`src/rtl/muldiv_ctrl.sv`:
```
// ---------------------------------------------------------------------------
// muldiv_ctrl
//
// Iterative multiply/divide controller for the 5-stage pipeline. A MULT,
// MULTU, DIV or DIVU sitting in Execute is latched while the unit is idle.
// The unit then runs a shared WIDTH-step datapath:
//   - shift-add for multiplication
//   - restoring subtraction for division
// After the last step it applies the sign fixup and commits to HI/LO.
// While an operation is in flight, a new muldiv op or an MFHI/MFLO in
// Execute causes a stall request.
//
// Build option:
//   MULDIV_EARLY_OUT_EN - multiplications leave RUN as soon as the remaining
//                         multiplier bits are all zero. The accumulator is
//                         then realigned with one barrel shift in FIXUP.
//                         Division always runs the full WIDTH steps.
//
// Ports:
//   clk        pipeline clock
//   reset      synchronous, active-high reset
//   StartE     muldiv op occupies Execute
//   OpE        00 MULT, 01 MULTU, 10 DIV, 11 DIVU
//   SrcAE      rs value (multiplicand / dividend), already forwarded
//   SrcBE      rt value (multiplier / divisor), already forwarded
//   ReadHiLoE  MFHI or MFLO occupies Execute
//   StallMD    stall request to the hazard unit
//   Busy       an operation is in progress
//   Done       one-cycle pulse in the commit (FIXUP) cycle
//   HI, LO     architectural HI/LO registers
// ---------------------------------------------------------------------------
module muldiv_ctrl #(
  parameter int WIDTH = 32,
  parameter int CNTW  = 5
) (
  input  logic             clk,
  input  logic             reset,
  input  logic             StartE,
  input  logic [1:0]       OpE,
  input  logic [WIDTH-1:0] SrcAE,
  input  logic [WIDTH-1:0] SrcBE,
  input  logic             ReadHiLoE,
  output logic             StallMD,
  output logic             Busy,
  output logic             Done,
  output logic [WIDTH-1:0] HI,
  output logic [WIDTH-1:0] LO
);

  typedef enum logic [1:0] {
    IDLE  = 2'd0,
    RUN   = 2'd1,
    FIXUP = 2'd2
  } stateT;

  stateT            state;
  stateT            stateNext;
  logic [CNTW-1:0]  count;

  // Working accumulator.
  //   Multiply: {accHi, accLo} = {partial product, remaining multiplier}.
  //   Divide:   accHi = remainder, accLo = dividend/quotient.
  // operand holds the multiplicand or the divisor.
  logic [WIDTH-1:0] accHi;
  logic [WIDTH-1:0] accLo;
  logic [WIDTH-1:0] operand;
  logic [WIDTH-1:0] hiReg;
  logic [WIDTH-1:0] loReg;
  logic             isDiv;
  logic             negRes;
  logic             negRem;
  logic             divZero;

  // Operand decode: the datapath works on magnitudes, and the signs are
  // remembered for the fixup cycle. Only the sign of the dividend decides
  // the remainder sign.
  logic             opSigned;
  logic             opDiv;
  logic             signA;
  logic             signB;
  logic [WIDTH-1:0] magA;
  logic [WIDTH-1:0] magB;

  always_comb begin
    opSigned = ~OpE[0];
    opDiv    = OpE[1];
    signA    = opSigned & SrcAE[WIDTH-1];
    signB    = opSigned & SrcBE[WIDTH-1];
    magA     = signA ? -SrcAE : SrcAE;
    magB     = signB ? -SrcBE : SrcBE;
  end

  // One datapath step of each kind, computed every cycle.
  //
  // Multiply:
  //   The add keeps its carry (WIDTH+1 bits). The carry becomes the new MSB
  //   of accHi after the right shift.
  //
  // Divide:
  //   The shifted remainder can be WIDTH+1 bits wide. When the trial
  //   subtraction fits, the difference is always below the divisor, so
  //   WIDTH-bit arithmetic gives the kept value exactly.
  logic [WIDTH:0]   mulSum;
  logic [WIDTH:0]   remShift;
  logic             divFits;
  logic [WIDTH-1:0] mulHiNext;
  logic [WIDTH-1:0] mulLoNext;
  logic [WIDTH-1:0] divHiNext;
  logic [WIDTH-1:0] divLoNext;

  always_comb begin
    mulSum   = {1'b0, accHi} + {1'b0, operand};
    remShift = {accHi, accLo[WIDTH-1]};
    divFits  = (remShift >= {1'b0, operand});

    if (accLo[0]) begin
      mulHiNext = mulSum[WIDTH:1];
      mulLoNext = {mulSum[0], accLo[WIDTH-1:1]};
    end else begin
      mulHiNext = {1'b0, accHi[WIDTH-1:1]};
      mulLoNext = {accHi[0], accLo[WIDTH-1:1]};
    end

    divHiNext = divFits ? (remShift[WIDTH-1:0] - operand) : remShift[WIDTH-1:0];
    divLoNext = {accLo[WIDTH-2:0], divFits};
  end

  // RUN exit condition.
  //
  // Normally the exit is the last step. With early-out enabled, a multiply
  // also exits once the multiplier bits not yet consumed (the ones above the
  // bit used in this step) are all zero. No further add could happen, so
  // the remaining steps would only shift.
  logic lastStep;
  logic runExit;

`ifdef MULDIV_EARLY_OUT_EN
  logic [CNTW:0]    shAmt;
  logic [WIDTH-1:0] remainMask;
  logic             mulEarly;

  always_comb begin
    lastStep   = (count == CNTW'(WIDTH - 1));
    shAmt      = {1'b0, count} + (CNTW + 1)'(1);
    remainMask = {WIDTH{1'b1}} >> shAmt;
    mulEarly   = ~isDiv & (((accLo >> 1) & remainMask) == '0);
    runExit    = lastStep | mulEarly;
  end
`else
  always_comb begin
    lastStep = (count == CNTW'(WIDTH - 1));
    runExit  = lastStep;
  end
`endif

  // Fixup and commit values.
  //
  // Multiply:
  //   The 2*WIDTH product is negated as a whole. After an early exit,
  //   count still holds the last step executed. The accumulator is short
  //   of WIDTH-1-count right shifts, and those are applied here.
  //
  // Divide:
  //   The quotient and the remainder are negated independently.
  //   For a zero divisor, the quotient is forced to all ones and its sign
  //   is left alone. The remainder then equals the dividend magnitude, so
  //   restoring its sign returns the dividend exactly as presented.
  logic [2*WIDTH-1:0] prodRaw;
  logic [2*WIDTH-1:0] prodFix;
  logic [WIDTH-1:0]   fixHi;
  logic [WIDTH-1:0]   fixLo;

`ifdef MULDIV_EARLY_OUT_EN
  logic [CNTW-1:0] alignShift;

  always_comb begin
    alignShift = CNTW'(WIDTH - 1) - count;
    prodRaw    = {accHi, accLo} >> alignShift;
  end
`else
  always_comb begin
    prodRaw = {accHi, accLo};
  end
`endif

  always_comb begin
    prodFix = negRes ? -prodRaw : prodRaw;
    fixHi   = prodFix[2*WIDTH-1:WIDTH];
    fixLo   = prodFix[WIDTH-1:0];
    if (isDiv) begin
      fixHi = negRem ? -accHi : accHi;
      if (divZero) begin
        fixLo = '1;
      end else begin
        fixLo = negRes ? -accLo : accLo;
      end
    end
  end

  // State register. Reset drops any operation in flight straight back to
  // IDLE.
  always_ff @(posedge clk) begin
    if (reset) begin
      state <= IDLE;
    end else begin
      state <= stateNext;
    end
  end

  // Next-state and status outputs.
  //
  // StallMD depends only on the registered state and two decode strobes.
  // Operand values never reach the hazard unit through this path, and an
  // op presented while idle is accepted without stalling.
  always_comb begin
    stateNext = state;
    case (state)
      IDLE:    if (StartE) stateNext = RUN;
      RUN:     if (runExit) stateNext = FIXUP;
      FIXUP:   stateNext = IDLE;
      default: stateNext = IDLE;
    endcase
    Busy    = (state != IDLE);
    Done    = (state == FIXUP);
    StallMD = Busy & (StartE | ReadHiLoE);
  end

  // Datapath and architectural registers.
  //
  // Operands are captured only in IDLE. A StartE seen while busy is being
  // stalled, so it is ignored here and is picked up again once the unit
  // is idle.
  //
  // HI/LO change only at the end of FIXUP. A reset clears them rather
  // than leaving a partial result behind.
  always_ff @(posedge clk) begin
    if (reset) begin
      count   <= '0;
      accHi   <= '0;
      accLo   <= '0;
      operand <= '0;
      isDiv   <= 1'b0;
      negRes  <= 1'b0;
      negRem  <= 1'b0;
      divZero <= 1'b0;
      hiReg   <= '0;
      loReg   <= '0;
    end else begin
      case (state)
        IDLE: begin
          if (StartE) begin
            count   <= '0;
            accHi   <= '0;
            isDiv   <= opDiv;
            negRes  <= signA ^ signB;
            negRem  <= signA;
            divZero <= opDiv & (SrcBE == '0);
            if (opDiv) begin
              accLo   <= magA;
              operand <= magB;
            end else begin
              accLo   <= magB;
              operand <= magA;
            end
          end
        end

        RUN: begin
          if (isDiv) begin
            accHi <= divHiNext;
            accLo <= divLoNext;
          end else begin
            accHi <= mulHiNext;
            accLo <= mulLoNext;
          end
          // count is held on exit so FIXUP knows how many steps ran.
          if (!runExit) begin
            count <= count + CNTW'(1);
          end
        end

        FIXUP: begin
          hiReg <= fixHi;
          loReg <= fixLo;
          count <= '0;
        end

        default: begin
          count <= '0;
        end
      endcase
    end
  end

  assign HI = hiReg;
  assign LO = loReg;

endmodule
```
`config.mk`:
```
export PLATFORM = sky130hd
export DESIGN_NAME = muldiv_ctrl
export DESIGN_NICKNAME = d
export VERILOG_FILES = /design/src/rtl/muldiv_ctrl.sv
export SDC_FILE = /design/constraint.sdc
export NUM_CORES = 1
export LEC_CHECK = 0
export ABC_AREA = 1
export BUFFER_PORTS_ARGS = -buffer_cell sky130_fd_sc_hd__buf_2
export CELL_PAD_IN_SITES_DETAIL_PLACEMENT = 1
export CELL_PAD_IN_SITES_GLOBAL_PLACEMENT = 1
export CORE_ASPECT_RATIO = 0.9
export CORE_MARGIN = 4
export CORE_UTILIZATION = 43
export CTS_BUF_LIST = sky130_fd_sc_hd__clkbuf_4
export DETAILED_ROUTE_END_ITERATION = 12
export PLACE_DENSITY = 0.85
export SLEW_MARGIN = 20
export SYNTH_ARGS = -nofsm -noshare
export SYNTH_HDL_FRONTEND = slang
export SYNTH_SLANG_ARGS = --single-unit
```
`constraint.sdc`:
```
create_clock -name clk -period 2.8 [get_ports clk]
set_clock_uncertainty 0.15 [all_clocks]
set_input_delay 0.42 -clock clk [delete_from_list [all_inputs] [get_ports clk]]
set_output_delay 0.42 -clock clk [all_outputs]
set_load 0.02 [all_outputs]
```
==> results of run 1 <==
==> what timing repair did <==
| action | CTS | global route |
|---|---|---|
| pin swaps | 0 | 5 |
| endpoints found under the setup margin | 4 | 32 |
| hold buffers | 10 | 0 |
| hold endpoints to repair | 8 | 0 |
| resized for setup | 5 | 68 |
| cloned | 0 | 0 |
| buffers inserted | 0 | 3 |
==> sequential cells by signal, indices dropped and copies added (netlist names) <==
signal,count
count,5
negRem,1
state,2
operand,32
accLo,32
isDiv,1
negRes,1
divZero,1
HI,32
accHi,32
LO,32
==> metrics by stage <==
step	total power [mW]	util (%)	TNS [ps]	area, um^2
2_1_floorplan	5.27	-	0	17900
3_3_place_gp	6.97	49.6	0	20300
3_5_place_dp	7.11	49.6	-69.2	20300
4_1_cts	8.88	50.6	0	20700
5_1_grt	9.58	51.3	-147	21000
6_report	9.13	51.3	0	21000
==> worst paths after layout <==
| kind | start | to | slack, ps | cells after the start |
|---|---|---|---|---|
| worst max-delay path | operand[9]$_SDFFE_PP0P_ | accHi[26]$_SDFFE_PP0P_ | 70 | 15 |
| worst min-delay path | SrcAE[22] | operand[22]$_SDFFE_PP0P_ | 30 | 6 |
| worst max register to register | operand[9]$_SDFFE_PP0P_ | accHi[26]$_SDFFE_PP0P_ | 70 | 15 |
| worst min register to register | count[4]$_SDFFE_PP0P_ | count[4]$_SDFFE_PP0P_ | 340 | 2 |
==> synth_stat cells (18+ instances only) <==
master | n | share of area, %
nand2_1 | 1016 | 21
inv_1 | 528 | 11
nor2_1 | 319 | 6.7
nand3_1 | 267 | 7.5
a21oi_1 | 260 | 7.3
o21ai_0 | 186 | 5.2
dfxtp_1 | 171 | 19
clkbuf_1 | 88 | 1.8
xor2_1 | 77 | 3.8
ha_1 | 70 | 4.9
o211ai_1 | 36 | 1.5
nand4_1 | 33 | 1.2
nor3_1 | 23 | 0.64
a31oi_1 | 18 | 0.63
nand3b_1 | 18 | 0.75
==> worst reg2reg max path, delay by kind of cell (launching register included) <==
kind	cells	cell delay, ps
simple gates	12	1480
buf+inv	1	80
fa+ha+maj	1	380
compound gates	1	50
flops	1	420
==> logic make-up after synthesis <==
logic type / after synthesis
XOR/XNOR: 90
flip-flops: 171
adder cells (fa/ha/maj): 72
buffers and inverters: 658
AO/OA/AOI/OAI: 556
AND/OR/NAND/NOR: 1733
==> report_power, final <==
group	switching, mW	total [mW]	internal (mW)
logic	3.14	4.64	1.50
registers	0.181	2.74	2.56
clock network	1.24	1.75	0.514
total	4.56	9.13	4.57
==> routing by layer <==
layer	GRT usage, %	vias to the layer above
met4	14.9	0
met1	52.0	11200
met3	7.38	204
met5	0	-
met2	61.1	1091
li1	-	10900
==> area by class of cell <==
class	count	share of cell area [%]
clock inverter	15	0.937
timing repair buffer	337	10.9
sequential	171	16.4
antenna	1	0.0119
inverter	535	9.58
tap	540	3.22
clock buffer	17	0.609
multi-input combinational	2451	58.3
==> metrics.txt, run 1 <==
sequential fraction of the synthesis area 19.1%; Die Span X 223 um; met2 WL 40400 um; largest net degree at the start of global routing 80; Synth Area in XOR/XNOR 4.40%; area of the multi-input gates 12200 um^2; FF+latch count, synth 171; routability cong. 1.01; post-route setup slack 65.7 ps; DR WL met3 8770 um; Setup WS pre-CTS -42.5 ps; Netlist cell types 49; Post-Route WL 90500 um; Buffers on Ports 136; Via density 5.74; largest family of logic cells by synthesized area simple AND/OR/NAND/NOR gates; CP Max Fanout 5; WP data arrival 3150 ps; clock-pin slew on the worst setup and hold paths 210 ps; Setup Viol. Count Final 0; Placed Cells 4021; Req. time, crit path 3220 ps; Max-Cap Viols 0; io pins 137; Post-Synth Simple-Gate Area 40.4%; drt pass-1 iters 5; Initial DRC Count 2162; vias in the first global route 23300; layout cells sized above 1 13.6%; Initial Util 43.8%; Synth Flop Type dfxtp_1; Chip Height 202 um; CTS Sinks 171; htree depth 4; Synthesized Nets 3422; Crit Path Category reg -> reg; Root Driver clkbuf_4; YS warnings 0; Post-synth EDFFs 0; DRC 0; fillers 6072; Worst Setup End Kind flip-flop; met1 WL 37600 um; post-synthesis mux area share 0%; worst vdd ir 0.207 mV; fmax 0.366 GHz; worst hold slack 33.6 ps; slowest CP cell dfxtp_1; Synth Area in Compound Gates 16.9%; Cell Pwr Density 435 nW/um^2; clock latency at the later pin of the worst-skew pair 730 ps; CP peak stage delay 420 ps; DP HPWL 73700 um; unrepaired setup endpoints after global routing yes; CP top delay family simple AND/OR/NAND/NOR gates; placement row count 70; Max-slew headroom 41.1%; first-pass GRT wire length 136000 um; synthesis-to-layout area growth 17.1%; total CTS buffers 17; CTS tree built; DR vias 23300; Syn Area/Cell 5.46 um^2; Synth Area in Adders 5.12%; CP bufs+invs 1; DR top layer met4; grt ovf 0; Max clock buf depth 2; cell with the most instances on the worst path nand2_1; async set-reset flop share out of synthesis 0%; ANT nets after route 0; max-slew violation count 0; Avg WL per Cell 22.3 um; Cells after Synth 3280; fin crit period 2730 ps; Total GRT Usage 38.6%; Layout Nets 3655; Final Hold Viols 0; number of cells in the finished layout apart from fillers 4067; Mapped Area 17900 um^2; commonest non-fill, non-tap cell in the layout nand2_1; HP Class in -> reg; CP Launch Type flip-flop; initial antenna violation count 2; Sequential Area 3450 um^2; Leak 11.0 nW; core area 40900 um^2; die area 45000 um^2; fin crit share 97.7%; status finished, final reports clean; most frequent cells in the layout nand2_1, inv_1, nor2_1; Worst Max-Slew Pin Slew 883 ps; CP cell instances inv_1 -> ha_1 -> nand2_1 -> nor2_1 -> nand4_1 -> nand3_1 -> nand2_1 -> nand2_1 -> nand2_1 -> nand2_1 -> nand2_1 -> nand2_1 -> nand2_1 -> nand2_1 -> a21oi_1
Note: power is estimated with default switching activity, not from simulation.
==> run 2, diff against run 1 <==
- ABC_AREA: 1 -> default
- CORE_UTILIZATION: 43 -> 46
==> metrics.txt, run 2 <==
status stopped before the end; Halt Stage 5_1_grt; Err [ERROR GRT-0232] Routing congestion too high. Check the congestion heatmap in the GUI.; Worst EP Category register input; Synthesized Nets 2120; routability cong. 0.990; Synth Flop Type dfxtp_1; htree depth 4; Cells after Synth 1978; grt ovf 1002; post-GRT worst EP accHi[26]$_SDFFE_PP0P_/D; largest family of logic cells by synthesized area compound AO/OA/AOI/OAI gates; Placed Cells 2816; Synth Area in Adders 6.32%; Syn Area/Cell 7.33 um^2; Synth Area in Compound Gates 28.8%; largest area contributor in the netlist dfxtp_1; Post-synth EDFFs 0; Commonest cells post-synth nor2_1, nand2_1, dfxtp_1, a21oi_1, clkbuf_1; Die Span X 195 um; Initial Util 46.8%; Post-Synth Simple-Gate Area 21.5%; top cells by area, synth dfxtp_1, ha_1, a21oi_1; count leader, synth nor2_1; placed cell area 18700 um^2; placement row count 61; Mapped Area 14500 um^2; top cell type's share of synthesized area 23.6%; async set-reset flop share out of synthesis 0%; io pins 137; CTS Sinks 171; Total GRT Usage 92.7%; FF+latch count, synth 171; largest net degree at the start of global routing 103; DP HPWL 55900 um; YS warnings 0; Synth Area in XOR/XNOR 9.97%; sequential fraction of the synthesis area 23.6%; total CTS buffers 17; Netlist cell types 83; Chip Height 176 um; Buffers on Ports 136; Root Driver clkbuf_4; post-synthesis mux area share 3.99%; Max clock buf depth 2
-- run 2: cell count changes after synthesis, sizes merged, moves of 39 or more --
cell    before  now
nand2     1021  208
inv        534   69
nand3      270   33
nor2       333  210
a211oi       1  111
o21ai      203  107
a21oi      261  167
xnor2       13   83
mux2i        0   51
clkbuf      88  127
-- run 2: cell families after synthesis --
group / after synthesis
DFF: 171
buffers and inverters: 217
adders and majority gates: 72
and+or+nand+nor: 666
AOI/OAI and AO/OA: 630
xor gates and xnor gates: 165
muxes: 57
-- run 2: repair_timing --
item	4_1_cts
pin swaps	148
gates cloned	4
hold endpoints to repair	9
resized for setup	311
setup buffers	49
setup endpoints to repair	69
hold buffers	1
-- run 2: per-layer routing --
layer  GRT usage [%]  GRT overflow
met1            88.5            19
met3            81.5            32
met5            59.4             1
met2             105           600
met4             101           350
-- run 2: stage by stage --
| stage | setup WS (ps) | TNS [ps] | hold slack (ps) | utilization (%) |
|---|---|---|---|---|
| 2_1_floorplan | -132 | -1250 | 299 | - |
| 3_3_place_gp | -369 | -15660 | 282 | 60.4 |
| 3_5_place_dp | -523 | -27280 | 295 | 60.4 |
| 4_1_cts | -313 | -10910 | 57.1 | 67.4 |
==> run 3, diff against run 2 <==
- CELL_PAD_IN_SITES_DETAIL_PLACEMENT: 1 -> default
- CELL_PAD_IN_SITES_GLOBAL_PLACEMENT: 1 -> default
- CORE_ASPECT_RATIO: 0.9 -> default
- CORE_UTILIZATION: 46 -> 40
- CTS_BUF_LIST: sky130_fd_sc_hd__clkbuf_4 -> default
- PLACE_DENSITY: 0.85 -> default
- PLACE_DENSITY_LB_ADDON: default -> 0.15
==> metrics.txt, run 3 <==
status finished with violations; failing checks negative setup slack; Final Hold Viols 0; Netlist cell types 83; count leader, synth nor2_1; Max clock buf depth 2; CTS tree built; Root Driver clkbuf_16; Worst Hold Path EP HI[11]$_SDFFE_PP0P_; Setup Viol. Count Final 50; Commonest cells post-synth nor2_1, nand2_1, dfxtp_1, a21oi_1, clkbuf_1; top cells by area, synth dfxtp_1, ha_1, a21oi_1; WP data arrival 3220 ps; Syn Area/Cell 7.33 um^2; sequential fraction of the synthesis area 23.6%; HP Class in -> reg; Initial DRC Count 1367; Cells after Synth 1978; routability cong. 1.04; FF-to-FF Start operand[0]$_SDFFE_PP0P_; Max-slew headroom 33.7%; CP top delay family compound AO/OA/AOI/OAI gates; clock latency at the later pin of the worst-skew pair 470 ps; Hold Crit Start reset; Layout Nets 2642; Via density 5.79; CP cell instances buf_6 -> ha_4 -> buf_6 -> a211oi_4 -> o21ai_2 -> nand4_1 -> a31oi_4 -> a2111oi_4 -> buf_4 -> nor2_4 -> a31oi_1 -> xnor2_1 -> a221o_1; ANT nets after route 0; r2r setup slk -210 ps; drt pass-1 iters 6; DP HPWL 47900 um; fillers 3211; Buffers on Ports 136; Worst R2R Path Depth 13; die area 39300 um^2; CP bufs+invs 3; async set-reset flop share out of synthesis 0%; worst hold path cell count 2; fin crit period 3010 ps; Cell Pwr Density 440 nW/um^2; initial antenna violation count 1; fmax 0.332 GHz; Synthesized Nets 2120; unrepaired setup endpoints after global routing yes; Initial Util 40.6%; layout cells sized above 1 38.3%; Die Span X 198 um; DRC 0; placement row count 69; CP Max Fanout 4; Leak 9.22 nW; Req. time, crit path 3000 ps; max-slew violation count 0; top cell type's share of synthesized area 23.6%; grt ovf 0; number of cells in the finished layout apart from fillers 2974; CP Launch Type flip-flop; core area 35700 um^2; Chip Height 198 um; Post-synth EDFFs 0; YS warnings 0; RR Endpoint accHi[22]$_SDFFE_PP0P_; largest area contributor in the netlist dfxtp_1; DR vias 17200; Max-Cap Viols 0; cell with the most instances on the worst path buf_6; Mapped Area 14500 um^2; synthesis-to-layout area growth 48.4%; commonest non-fill, non-tap cell in the layout buf_4; clock-pin slew on the worst setup and hold paths 80 ps; Worst Setup End Kind flip-flop; Crit path depth 13; Placed Cells 2893; FF+latch count, synth 171; Worst Max-Slew Pin Slew 990 ps; slowest CP cell a2111oi_4; Total GRT Usage 30.5%; Avg WL per Cell 21.2 um; CP peak stage delay 440 ps; Antenna Diode Count 0; Crit Path Category reg -> reg; largest net degree at the start of global routing 116; worst vdd ir 0.444 mV; first-pass GRT wire length 93500 um; most frequent cells in the layout buf_4, nor2_1, nand2_1; vias in the first global route 16400; CP startpoint operand[0]$_SDFFE_PP0P_; io pins 137; Synth Flop Type dfxtp_1; fin crit share 108%; post-route setup slack -213 ps; Post-Route WL 63000 um; htree depth 4; total CTS buffers 17; CTS Sinks 171; Fin Setup TNS -6050 ps
run 3: logic make-up (layout without fill, tap and decap cells):
family	Yosys count	in the layout	synth area share (%)
AO/OA/AOI/OAI	630	631	28.8
XOR/XNOR	165	165	9.97
AND/OR/NAND/NOR	666	666	21.5
flip-flops	171	171	23.6
buffers and inverters	217	751	5.75
multiplexers	57	57	3.99
adder cells (fa/ha/maj)	72	72	6.32
run 3: power by group:
part           switching, mW  internal, mW
clock network           1.26          1.25
registers              0.117          2.54
logic                   2.35          1.97
run 3: worst max path at each step:
stage,end,slack (ps)
after floorplan,HI[21]$_SDFFE_PP0P_,-130
after global placement,accHi[26]$_SDFFE_PP0P_,-520
after detailed placement,accHi[26]$_SDFFE_PP0P_,-490
after CTS,accHi[26]$_SDFFE_PP0P_,-230
after global routing,accHi[22]$_SDFFE_PP0P_,-320
final,accHi[22]$_SDFFE_PP0P_,-210
run 3: cell type report:
| cell class | instances | area, um^2 | area share (%) |
|---|---|---|---|
| well taps | 461 | 577 | 2.68 |
| repair buffers | 650 | 4730 | 22.0 |
| flip-flops and latches | 171 | 3500 | 16.3 |
| clock buffers | 19 | 453 | 2.11 |
| multi-input cells | 1591 | 11800 | 55.0 |
| inverters | 69 | 264 | 1.23 |
| clock inverters | 13 | 153 | 0.710 |
run 3: through the flow:
stage,area (um^2),setup WS [ps],utilization (%),total power [mW],hold slack (ps)
finish,21500,-213,60.3,9.47,185
global placement,18900,-515,53.1,6.18,283
global route,21500,-317,60.3,9.85,187
floorplan,14800,-132,-,4.62,299
CTS,20500,-226,57.5,9.01,161
detailed placement,18900,-491,53.1,6.21,291
run 3: metal layers:
metal	global-route usage, %	vias up	part of all wire, %
met5	0	-	0.032
met4	12.8	2	4.5
li1	-	8252	-
met3	6.62	140	8.0
met2	47.6	623	45
met1	40.8	8194	43
run 3: what timing repair did:
| item | 4_1_cts | 5_1_grt |
|---|---|---|
| resized for setup | 179 | 174 |
| hold buffers | 0 | 0 |
| endpoints found under the setup margin | 65 | 75 |
| endpoints found under the hold margin | 0 | 0 |
| setup buffers | 22 | 32 |
| cloned | 3 | 1 |
| pin swaps | 79 | 133 |
